## src/rtl/npu_stream_loader.sv

```systemverilog
// Streaming load/read sequencer for npu_simple: writes bias, weight and input rows
// from a LANES-byte stream, then sweeps the read port over every column group.
module npu_stream_loader #(
  parameter int unsigned WIDTH    = 80,
  parameter int unsigned HEIGHT   = 8,
  parameter int unsigned WIDTH_B  = 7,
  parameter int unsigned HEIGHT_B = 3,
  parameter int unsigned LANES    = 9
) (
  input  logic                        clk,
  input  logic                        reset,
  input  logic                        start,
  input  logic                        skip_params,
  input  logic [8*LANES-1:0]          s_data,
  input  logic                        s_valid,
  output logic                        s_ready,
  output logic [WIDTH_B-1:0]          write_w,
  output logic [HEIGHT_B-1:0]         write_h,
  output logic [8*LANES-1:0]          data_in,
  output logic [LANES-1:0]            en_in,
  output logic [WIDTH_B*LANES-1:0]    readi_w,
  output logic [HEIGHT_B*LANES-1:0]   readi_h,
  output logic [LANES-1:0]            en_read,
  output logic                        en_bias,
  output logic                        busy,
  output logic                        done
);

  localparam int unsigned IN_COLS = WIDTH - LANES;
  localparam int unsigned WPR     = (IN_COLS + LANES - 1) / LANES;
  localparam int unsigned REM     = IN_COLS - (WPR - 1) * LANES;
  localparam int unsigned NGRP    = (WIDTH + LANES - 1) / LANES;
  localparam int unsigned MAXC    = (WPR > NGRP) ? WPR : NGRP;
  localparam int unsigned CW      = (MAXC > 1) ? $clog2(MAXC) : 1;

  localparam logic [LANES-1:0]    ALL_MASK  = '1;
  // Bias is a 16-bit value carried in the two most significant lanes.
  localparam logic [LANES-1:0]    BIAS_MASK = ALL_MASK << (LANES - 2);
  localparam logic [LANES-1:0]    REM_MASK  = ALL_MASK << (LANES - REM);
  localparam logic [HEIGHT_B-1:0] ROW_LAST  = HEIGHT_B'(HEIGHT - 1);
  localparam logic [CW-1:0]       WPR_LAST  = CW'(WPR - 1);
  localparam logic [CW-1:0]       GRP_LAST  = CW'(NGRP - 1);
  localparam logic [WIDTH_B-1:0]  BIAS_COL  = WIDTH_B'(WIDTH);
  localparam logic [WIDTH_B-1:0]  WGT_COL   = WIDTH_B'(WIDTH - LANES);

  typedef enum logic [2:0] {
    IDLE,
    BIAS,
    WEIGHT,
    INPUT,
    READ,
    DONE
  } state_t;

  state_t                    state;
  logic [HEIGHT_B-1:0]       row_cnt;
  logic [CW-1:0]             col_cnt;
  logic                      hs;
  logic [WIDTH_B-1:0]        in_col;
  logic [WIDTH_B*LANES-1:0]  rd_w_nxt;
  logic [LANES-1:0]          rd_en_nxt;

  assign hs = s_valid & s_ready;

  // Per-lane read column for the current group; lanes past the last column are masked.
  always_comb begin
    int unsigned col;
    col       = 0;
    rd_w_nxt  = '0;
    rd_en_nxt = '0;
    for (int unsigned j = 0; j < LANES; j++) begin
      col = 32'(col_cnt) * LANES + j;
      rd_w_nxt[(LANES-1-j)*WIDTH_B +: WIDTH_B] = col[WIDTH_B-1:0];
      rd_en_nxt[LANES-1-j] = (col < WIDTH);
    end
    in_col = WIDTH_B'(32'(col_cnt) * LANES);
  end

  always_ff @(posedge clk or negedge reset) begin
    if (!reset) begin
      state   <= IDLE;
      row_cnt <= '0;
      col_cnt <= '0;
      s_ready <= 1'b0;
      busy    <= 1'b0;
      done    <= 1'b0;
      write_w <= '0;
      write_h <= '0;
      data_in <= '0;
      en_in   <= '0;
      readi_w <= '0;
      readi_h <= '0;
      en_read <= '0;
      en_bias <= 1'b0;
    end else begin
      en_in   <= '0;
      en_read <= '0;
      en_bias <= 1'b0;
      done    <= 1'b0;
      case (state)
        IDLE: begin
          if (start) begin
            row_cnt <= '0;
            col_cnt <= '0;
            busy    <= 1'b1;
            s_ready <= 1'b1;
            state   <= skip_params ? INPUT : BIAS;
          end
        end
        BIAS: begin
          if (hs) begin
            write_w <= BIAS_COL;
            write_h <= row_cnt;
            data_in <= s_data;
            en_in   <= BIAS_MASK;
            if (row_cnt == ROW_LAST) begin
              row_cnt <= '0;
              state   <= WEIGHT;
            end else begin
              row_cnt <= row_cnt + 1'b1;
            end
          end
        end
        WEIGHT: begin
          if (hs) begin
            write_w <= WGT_COL;
            write_h <= row_cnt;
            data_in <= s_data;
            en_in   <= ALL_MASK;
            if (row_cnt == ROW_LAST) begin
              row_cnt <= '0;
              state   <= INPUT;
            end else begin
              row_cnt <= row_cnt + 1'b1;
            end
          end
        end
        INPUT: begin
          if (hs) begin
            write_w <= in_col;
            write_h <= row_cnt;
            data_in <= s_data;
            en_in   <= (col_cnt == WPR_LAST) ? REM_MASK : ALL_MASK;
            if (col_cnt == WPR_LAST) begin
              col_cnt <= '0;
              if (row_cnt == ROW_LAST) begin
                row_cnt <= '0;
                s_ready <= 1'b0;
                state   <= READ;
              end else begin
                row_cnt <= row_cnt + 1'b1;
              end
            end else begin
              col_cnt <= col_cnt + 1'b1;
            end
          end
        end
        READ: begin
          readi_w <= rd_w_nxt;
          readi_h <= {LANES{row_cnt}};
          en_read <= rd_en_nxt;
          en_bias <= 1'b1;
          if (col_cnt == GRP_LAST) begin
            col_cnt <= '0;
            if (row_cnt == ROW_LAST) begin
              row_cnt <= '0;
              done    <= 1'b1;
              state   <= DONE;
            end else begin
              row_cnt <= row_cnt + 1'b1;
            end
          end else begin
            col_cnt <= col_cnt + 1'b1;
          end
        end
        DONE: begin
          busy  <= 1'b0;
          state <= IDLE;
        end
        default: begin
          busy    <= 1'b0;
          s_ready <= 1'b0;
          state   <= IDLE;
        end
      endcase
    end
  end

endmodule
```

## config.mk

```make
export PLATFORM = sky130hd
export DESIGN_NAME = npu_stream_loader
export DESIGN_NICKNAME = d
export VERILOG_FILES = /design/src/rtl/npu_stream_loader.sv
export SDC_FILE = /design/constraint.sdc
export NUM_CORES = 1
export LEC_CHECK = 0
export BUFFER_PORTS_ARGS = -buffer_cell sky130_fd_sc_hd__clkbuf_2
export CAP_MARGIN = 20
export CORE_UTILIZATION = 50
export CTS_CLUSTER_SIZE = 8
export DETAILED_ROUTE_END_ITERATION = 8
export GPL_TIMING_DRIVEN = 1
export PLACE_DENSITY = 0.8
export RECOVER_POWER = 100
export SLEW_MARGIN = 5
export SYNTH_ARGS = -nofsm -noshare
export SYNTH_HDL_FRONTEND = slang
export SYNTH_SLANG_ARGS = --single-unit
export TNS_END_PERCENT = 100
```

## constraint.sdc

```tcl
create_clock -name clk -period 3.4 [get_ports clk]
set_clock_uncertainty 0.15 [all_clocks]
set_input_delay 0.34 -clock clk [delete_from_list [all_inputs] [get_ports clk]]
set_output_delay 0.34 -clock clk [all_outputs]
set_load 0.01 [all_outputs]
```

Word level (Yosys, flattened, before mapping):

Index checks and enable logic that the tools add are counted.

* register bits after elaboration: 204
* output and inout bits: 194
* logic and storage cells: 115

* $add $sub $neg: 10
* $mul: 1
* $lt $le $gt $ge: 9
* eq/ne operators: 19
* multiplexer cells: 44
* bitwise gates (word level): 3
* reduce and logical (&&, ||, !) cells: 15

Operators by type and width (number)
* 9-bit by 7-bit < comparator with 1-bit output (second input constant): 8
* 3-bit two-way mux: 16
* 8-bit by 3-bit adder with 9-bit output (second input constant): 4
* 9-bit two-way mux: 4
* 9-bit one-hot mux with 3 select lines: 1
* 7-bit two-way mux: 3
* 7-bit one-hot mux with 3 select lines: 1
* 2-bit != test (second input constant): 10
* 8-bit by 2-bit adder with 9-bit output (second input constant): 2
* 4-bit two-way mux: 4
* 3-bit one-hot mux with 5 select lines: 1
* 3-bit one-hot mux with 4 select lines: 1
* 4-bit one-hot mux with 3 select lines: 1
* 10-bit AND reduction: 1
* 8-bit by 1-bit adder with 9-bit output (second input constant): 1
* 8-bit by 4-bit adder with 9-bit output (second input constant): 1
* 3-bit equality test (second input constant): 3
* 1-bit two-way mux: 9
* 8-bit by 7-bit < comparator with 1-bit output (second input constant): 1
* 4-bit by 4-bit multiplier with 8-bit output (second input constant): 1
* 4-bit OR reduction: 2
* 3-bit by 2-bit equality test with 1-bit output (second input constant): 2
* 6-bit AND reduction: 1
* 3-bit nonzero test: 2
* 19 further kinds: 21

Longest topological paths before layout:

Gate-level depths: netlist of run 1.

* word-level depth: 5
* gate-level depth with buffers: 10

Worst setup path after synthesis of run 1:

No wires, ideal clock.

* path type: flip-flop to flip-flop
* start point: reg col_cnt[0]
* end point: reg en_read[1]
* library setup time: 104 ps
* arrival time: 2162 ps
* data required time: 3146 ps
* slack: 984 ps
* stages on the path, launching flop included: 10
* clock period less this slack: 2416 ps
* cell sequence: dfrtp_1 -> ha_1 -> ha_1 -> ha_1 -> clkbuf_1 -> nand2_1 -> nor3_1 -> o311a_1 -> o21ai_0 -> a221oi_1

* word-level cells in the longest chain between the ends: 4

Ends and longest elaborated chain
* from (decl): line 57 `logic [CW-1:0] col_cnt;`
* from (signal assigned): line 154 `col_cnt <= col_cnt + 1'b1;`
* from (signal assigned): line 173 `col_cnt <= col_cnt + 1'b1;`
* 4-bit by 4-bit multiplier with 8-bit output
* named net in_col[5]: line 59 `logic [WIDTH_B-1:0] in_col;`
* 8-bit by 3-bit adder with 9-bit output: line 72 `col = 32'(col_cnt) * LANES + j;`
* 9-bit by 7-bit < comparator with 1-bit output: line 74 `rd_en_nxt[LANES-1-j] = (col < WIDTH);`
* 9-bit two-way mux: line 100 `case (state)`
* to (signal assigned): line 161 `en_read <= rd_en_nxt;`
* to (decl): line 23 `output logic [LANES-1:0] en_read,`

The timed path passes the listed nets, and every way through them passes these cells.
A chain may end at the register's enable or synchronous reset.

Worst setup path after layout of run 1:

* start point: reg state[0]
* end point: reg data_in[38]

* word-level cells in the longest chain between the ends: 3
* elaborated cells between the ends (all ways): 5
* classes of those cells: 3 x eq/ne; 2 x reduce/logical

Ends and longest elaborated chain
* from (decl): line 55 `state_t state;`
* from (signal assigned): line 107 `state <= skip_params ? INPUT : BIAS;`
* 3-bit by 2-bit equality test with 1-bit output / 3-bit by 1-bit equality test with 1-bit output (equally long branches): line 100
* 3-bit OR reduction (no source line) (*)
* 2-bit AND reduction (no source line) (*)
* to (signal assigned): line 114 `data_in <= s_data;`
* to (signal assigned): line 128 `data_in <= s_data;`
* to (signal assigned): line 142 `data_in <= s_data;`
* to (decl): line 19 `output logic [8*LANES-1:0] data_in,`

Mark *: on every way between the ends. The rest lies on a longest branch, timed or not.

==> results.toml, run 1 <==
[worst_setup_path]
r2r_slack_ns = 0.44
worstPathRequired_ns = 3.61
rr_worst_depth = 6
startpoint_type = "flop"
r2r_start = "state[0]"
worstSetupPathType = "reg -> reg"
timing.rr.end = "data_in[38]"
cp.arrival_ns = 3.17
crit_fanout = 74
endpoint_kind = "flop"

[cts]
cts_root_buffer = "clkbuf_16"
cts_buffer_depth = 2
cts_tree = "built"
ctsResizeCount = 0
cts.sinks = 161
numCtsBuffers = 17
clk_latency_ns = 0.43
path_clk_slew_ns = 0.06
htreeDepth = 4
cts_setup_buffers = 0

[sta]
rsz0062_at_grt = "no"
slew_headroom_pct = -27.29
min_period_over_period_pct = 87.07
clock.fmax_mhz = 337.8
tightest_slew_ns = 1.909
final-setup-viol-count = 0
finalSetupTns_ns = 0
hold_violations = 0
setup_ws_ns = 0.4395
drv_slew = 79
min_period_ns = 2.960

[logic_synthesis]
syn_area_um2 = 7542
avgSynthCellArea_um2 = 8.842
synth_flop_cell = "dfrtp_1"
seq_area_frac_synth_pct = 53.42
async_flop_share_pct = 100.0
ys_seq_elements = 161
synthCells = 853
synth-edff-count = 0
synth_cell_types = 53
synth_nets = 945
yosysWarnings = 0

[grt]
grt_start_max_net_pins = 83
grt_first_pass_wirelength_mm = 36.34
antenna_found_initial = 0
grt_remaining_overflow = 0
grt_pass1_vias = 6969
grt.total_usage_pct = 30.02

[layout]
stdcell_area_um2 = 9754
fin_nets = 1232
fin_util_pct = 66.61
area_growth_pct = 29.33
fillers = 1264
final_cell_mix = "325 x nand2_1, 196 x clkbuf_1, 161 x dfrtp_1, 80 x clkbuf_2, 73 x dlygate4sd3_1"
drive_above_1_share_pct = 11.72
seqCellArea_um2 = 4029
layout_commonest_cell = "nand2_1"
antennaDiodeCount = 0
multiInputGateArea_um2 = 2930

[placement]
place_area_um2 = 8762
hpwl_mm = 14.41
gp_congestion = 0.9015
port_buffers = 270
dp_slack_ns = 0.7002

[drt]
drc_errors = 40
wl_per_cell_um = 16.97
dr_total_vias = 7102
postRouteWirelength_mm = 22.68
dr.pass1.iters = 8
drt_iter0_markers = 614
viasPerCell = 5.316
antenna_left = 0

[power_and_ir_drop]
total_power_mw = 8.217
power_density_nw_per_um2 = 842.4
p_leak_nw = 4.753
ir_drop_mv = 0.5352

[run_status]
status = "finished, violations left"
violations = "DRC, capacitance limit, slew limit"

[floorplanning]
die_area_um2 = 15580
fp.coreArea_um2 = 14640
rows = 44
die_w_um = 124.8
start_util_pct = 51.50
num_io_pins = 271
die_y_um = 124.8

[job]
drv_cap = 1

[min_path]
timing.hold.worst_path_depth = 3
holdCritStartpoint = "start"
hold_end = "busy"
worstHoldPathType = "in -> reg"
state kept, by name, summed over array words and instances, names as in the netlist:
| signal | count |
|---|---|
| readi_w | 50 |
| write_h | 3 |
| busy | 1 |
| col_cnt | 4 |
| en_read | 9 |
| row_cnt | 3 |
| done | 1 |
| s_ready | 1 |
| state | 3 |
| write_w | 7 |
| en_bias | 1 |
| readi_h | 3 |
| data_in | 72 |
| en_in | 3 |
synthesized netlist by cell type (all sizes together) (8+ instances only):
master	count	share of area, %
xor2	16	2.0
clkbuf	37	1.8
dfrtp	161	53
nor2	34	1.8
ha	15	2.5
inv	12	0.60
a31oi	8	0.66
nand2	326	16
a21oi	33	2.2
xnor2	14	1.7
buf	57	5.1
nand3	14	1.0
o21ai	51	3.4
critical path: stages (launching register included):
cell and delay [ns]:
dfrtp_1 0.64, nor2_1 0.24, or3_2 0.51, inv_1 0.25
clkbuf_4 0.72, nand2_1 0.20, nand2_1 0.10
logic make-up (layout without fill, tap and decap cells):
group,after synthesis,after routing,share of synthesized area [%]
DFF,161,161,53.42
adders and majority gates,15,15,2.488
muxes,5,5,0.7133
buffers and inverters,106,405,7.581
AOI/OAI and AO/OA,132,132,10.45
and+or+nand+nor,404,404,21.67
xor gates and xnor gates,30,30,3.683
what timing repair did:
action                                 4_1_cts  5_1_grt
endpoints found under the hold margin      146        0
setup endpoints to repair                    0        0
hold buffers                                73        0
final cells by class:
cell class                      count  share of cell area [%]
Tap cell                          184                   2.360
Multi-Input combinational cell    586                   30.04
Clock buffer                       17                   4.361
Clock inverter                     14                   1.334
Sequential cell                   161                   41.30
Inverter                           12                  0.4618
Timing Repair Buffer              362                   20.14
report_power, final:
group / switching, mW / internal [mW] / leakage, nW
logic: 2.10 / 1.07 / 2.43
registers: 0.557 / 2.68 / 2.05
clock network: 0.803 / 1.01 / 0.276
how the worst max path moves through the flow:
| stage | from | end | slack [ns] | depth (start not counted) |
|---|---|---|---|---|
| floorplan | col_cnt[0] | en_read[1] | 0.98 | 9 |
| global placement | col_cnt[3] | en_read[5] | 0.73 | 8 |
| detailed placement | col_cnt[3] | en_read[5] | 0.70 | 8 |
| CTS | col_cnt[3] | en_read[5] | 0.68 | 8 |
| global route | reset | write_w[1] | 0.27 | 3 |
| finish | state[0] | data_in[38] | 0.44 | 6 |
metal layers:
| layer | track usage (%) | vias up | part of all wire, % |
|---|---|---|---|
| met3 | 7.002 | 73 | 7.3 |
| li1 | - | 3294 | - |
| met1 | 37.84 | 3367 | 41 |
| met5 | 0 | - | 0 |
| met2 | 48.68 | 368 | 48 |
| met4 | 14.99 | 0 | 3.9 |
stage by stage:
stage               instances  hold WS [ns]
floorplan                 853       -0.1056
global route             1336       0.09892
finish                   1336        0.1021
detailed placement       1232        0.2728
CTS                      1336       0.09013
global placement         1232        0.2629
Note: power is estimated with default switching activity, not from simulation.
==> run 2, diff against run 1 <==
--- a/config.mk
+++ b/config.mk
@@ -7,11 +7,13 @@
 export LEC_CHECK = 0
 export BUFFER_PORTS_ARGS = -buffer_cell sky130_fd_sc_hd__clkbuf_2
 export CAP_MARGIN = 20
-export CORE_UTILIZATION = 50
+export CELL_PAD_IN_SITES_DETAIL_PLACEMENT = 0
+export CELL_PAD_IN_SITES_GLOBAL_PLACEMENT = 1
+export CORE_UTILIZATION = 36
 export CTS_CLUSTER_SIZE = 8
 export DETAILED_ROUTE_END_ITERATION = 8
 export GPL_TIMING_DRIVEN = 1
-export PLACE_DENSITY = 0.8
+export PLACE_DENSITY_LB_ADDON = 0.1
 export RECOVER_POWER = 100
 export SLEW_MARGIN = 5
 export SYNTH_ARGS = -nofsm -noshare
==> run 2 against run 1 <==
- the run ends with capacitance limit, slew limit left
- critical path depth up 2
- cell count up 6.6%
- utilization down 18 points
- sequential power down 2%
- total power up 0.85%
- setup slack better by 0.072 ns
- first-iteration DRC count down 43%
- critical endpoint is now en_read[4]
- largest cell class unchanged
- largest power group unchanged
==> results.toml, run 2 (same netlist as run 1, synthesis figures left out) <==
[run_status]
status = "finished, violations left"
violations = "capacitance limit, slew limit"

[drt]
drt_iter0_markers = 347
dr_total_vias = 6618
viasPerCell = 4.647
dr.pass1.iters = 4
wl_per_cell_um = 15.30
drc_errors = 0
postRouteWirelength_mm = 21.79
antenna_left = 0

[cts]
cts_root_buffer = "clkbuf_16"
cts.sinks = 161
clk_latency_ns = 0.43
cts_buffer_depth = 2
htreeDepth = 4
cts_setup_buffers = 0
cts_tree = "built"
numCtsBuffers = 17
path_clk_slew_ns = 0.06

[worst_setup_path]
cp.arrival_ns = 3.08
r2r_slack_ns = 0.51
worstSetupPathType = "reg -> reg"
critPathLaunch = "col_cnt[3]"
startpoint_type = "flop"
worstPathRequired_ns = 3.59
r2r_start = "col_cnt[3]"
crit_fanout = 11
rr_worst_depth = 8
endpoint_kind = "flop"
timing.rr.end = "en_read[4]"

[grt]
grt.total_usage_pct = 20.38
antenna_found_initial = 0
grt_remaining_overflow = 0
grt_start_max_net_pins = 83
grt_first_pass_wirelength_mm = 34.31
grt_pass1_vias = 6194

[layout]
fillers = 2141
fin_util_pct = 48.94
drive_above_1_share_pct = 11.79
seqCellArea_um2 = 4029
layout_commonest_cell = "nand2_1"
reg_top3 = "data_in: 72 flops, readi_w: 50 flops, en_read: 9 flops"
fin_nets = 1233
final_cells = 1424
multiInputGateArea_um2 = 2938
final_cell_mix = "325 x nand2_1, 197 x clkbuf_1, 161 x dfrtp_1, 78 x clkbuf_2, 73 x dlygate4sd3_1"
largest_register = "data_in"
area_growth_pct = 32.15
largest_reg_flops = 72
antennaDiodeCount = 0

[min_path]
holdCritStartpoint = "start"
hold_end = "busy"
timing.hold.worst_path_depth = 3
worstHoldPathType = "in -> reg"

[placement]
hpwl_mm = 14.92
port_buffers = 270
dp.cells = 1319
gp_congestion = 0.8161

[sta]
rsz0062_at_grt = "no"
min_period_ns = 2.889
slew_headroom_pct = -6.559
hold_violations = 0
clock.fmax_mhz = 346.2
drv_slew = 62
tightest_slew_ns = 1.598
finalSetupTns_ns = 0
final-setup-viol-count = 0
min_period_over_period_pct = 84.96

[floorplanning]
die_area_um2 = 21530
die_w_um = 146.7
num_io_pins = 271
die_y_um = 146.7
start_util_pct = 37.04
rows = 52
fp.coreArea_um2 = 20360

[power_and_ir_drop]
p_leak_nw = 4.793
ir_drop_mv = 0.3966
power_density_nw_per_um2 = 831.4

[job]
drv_cap = 1
==> run 2: cell count changes in the layout (fill, tap and decap cells not counted), sizes merged <==
| cell | before | now |
|---|---|---|
| inv | 18 | 16 |
| bufinv | 1 | 3 |
| clkbuf | 294 | 293 |
| clkinv | 6 | 4 |
| clkinvlp | 1 | 3 |
| buf | 12 | 15 |
==> run 2: final cells by class <==
type | instances | area share, %
clock buffers | 18 | 4.406
inverters | 12 | 0.4519
multi-input cells | 586 | 29.48
well taps | 270 | 3.389
repair buffers | 363 | 20.05
flip-flops and latches | 161 | 40.42
clock inverters | 14 | 1.808
==> run 2: what timing repair did <==
item	CTS	global route
resized for setup	0	0
hold endpoints to repair	132	0
setup endpoints to repair	0	0
hold buffers	73	0
==> run 2: critical path, stage by stage (launching register included) <==
cell and delay (ns):
dfrtp_1 0.50, ha_1 0.24, ha_1 0.21, ha_1 0.30, xnor2_2 0.53, clkbuf_1 0.34
o21ai_0 0.13, a22o_1 0.20, a211oi_1 0.19
==> run 2: worst max-delay path by stage <==
stage / endpoint / cells past startpoint
after floorplan: en_read[1] / 9
after global placement: en_read[3] / 8
after detailed placement: en_read[3] / 8
after CTS: en_read[3] / 8
after global routing: en_read[7] / 9
final: en_read[4] / 8
==> run 2: where the power goes <==
group	internal [mW]	leakage [nW]	switching, mW
combinational	1.08	2.45	2.02
sequential	2.68	2.05	0.496
clock	1.19	0.297	0.825
==> run 2: layer usage <==
layer,share of wire [%],global-route usage [%],vias to the layer above
li1,-,-,3291
met5,0,0,-
met3,5.4,4.534,15
met1,46,27.33,3102
met2,47,33.13,210
met4,1.1,5.677,0
==> run 2: per-stage QoR <==
stage / total power, mW / cell area, um^2 / hold WS (ns) / worst slack (ns)
floorplan: 5.277 / 7542 / -0.1056 / 0.9840
global placement: 6.516 / 8890 / 0.2119 / 0.6456
detailed placement: 6.546 / 8890 / 0.2079 / 0.6020
CTS: 8.659 / 10240 / 0.07954 / 0.5848
global route: 8.917 / 9967 / 0.09176 / 0.3117
finish: 8.287 / 9967 / 0.09138 / 0.5115
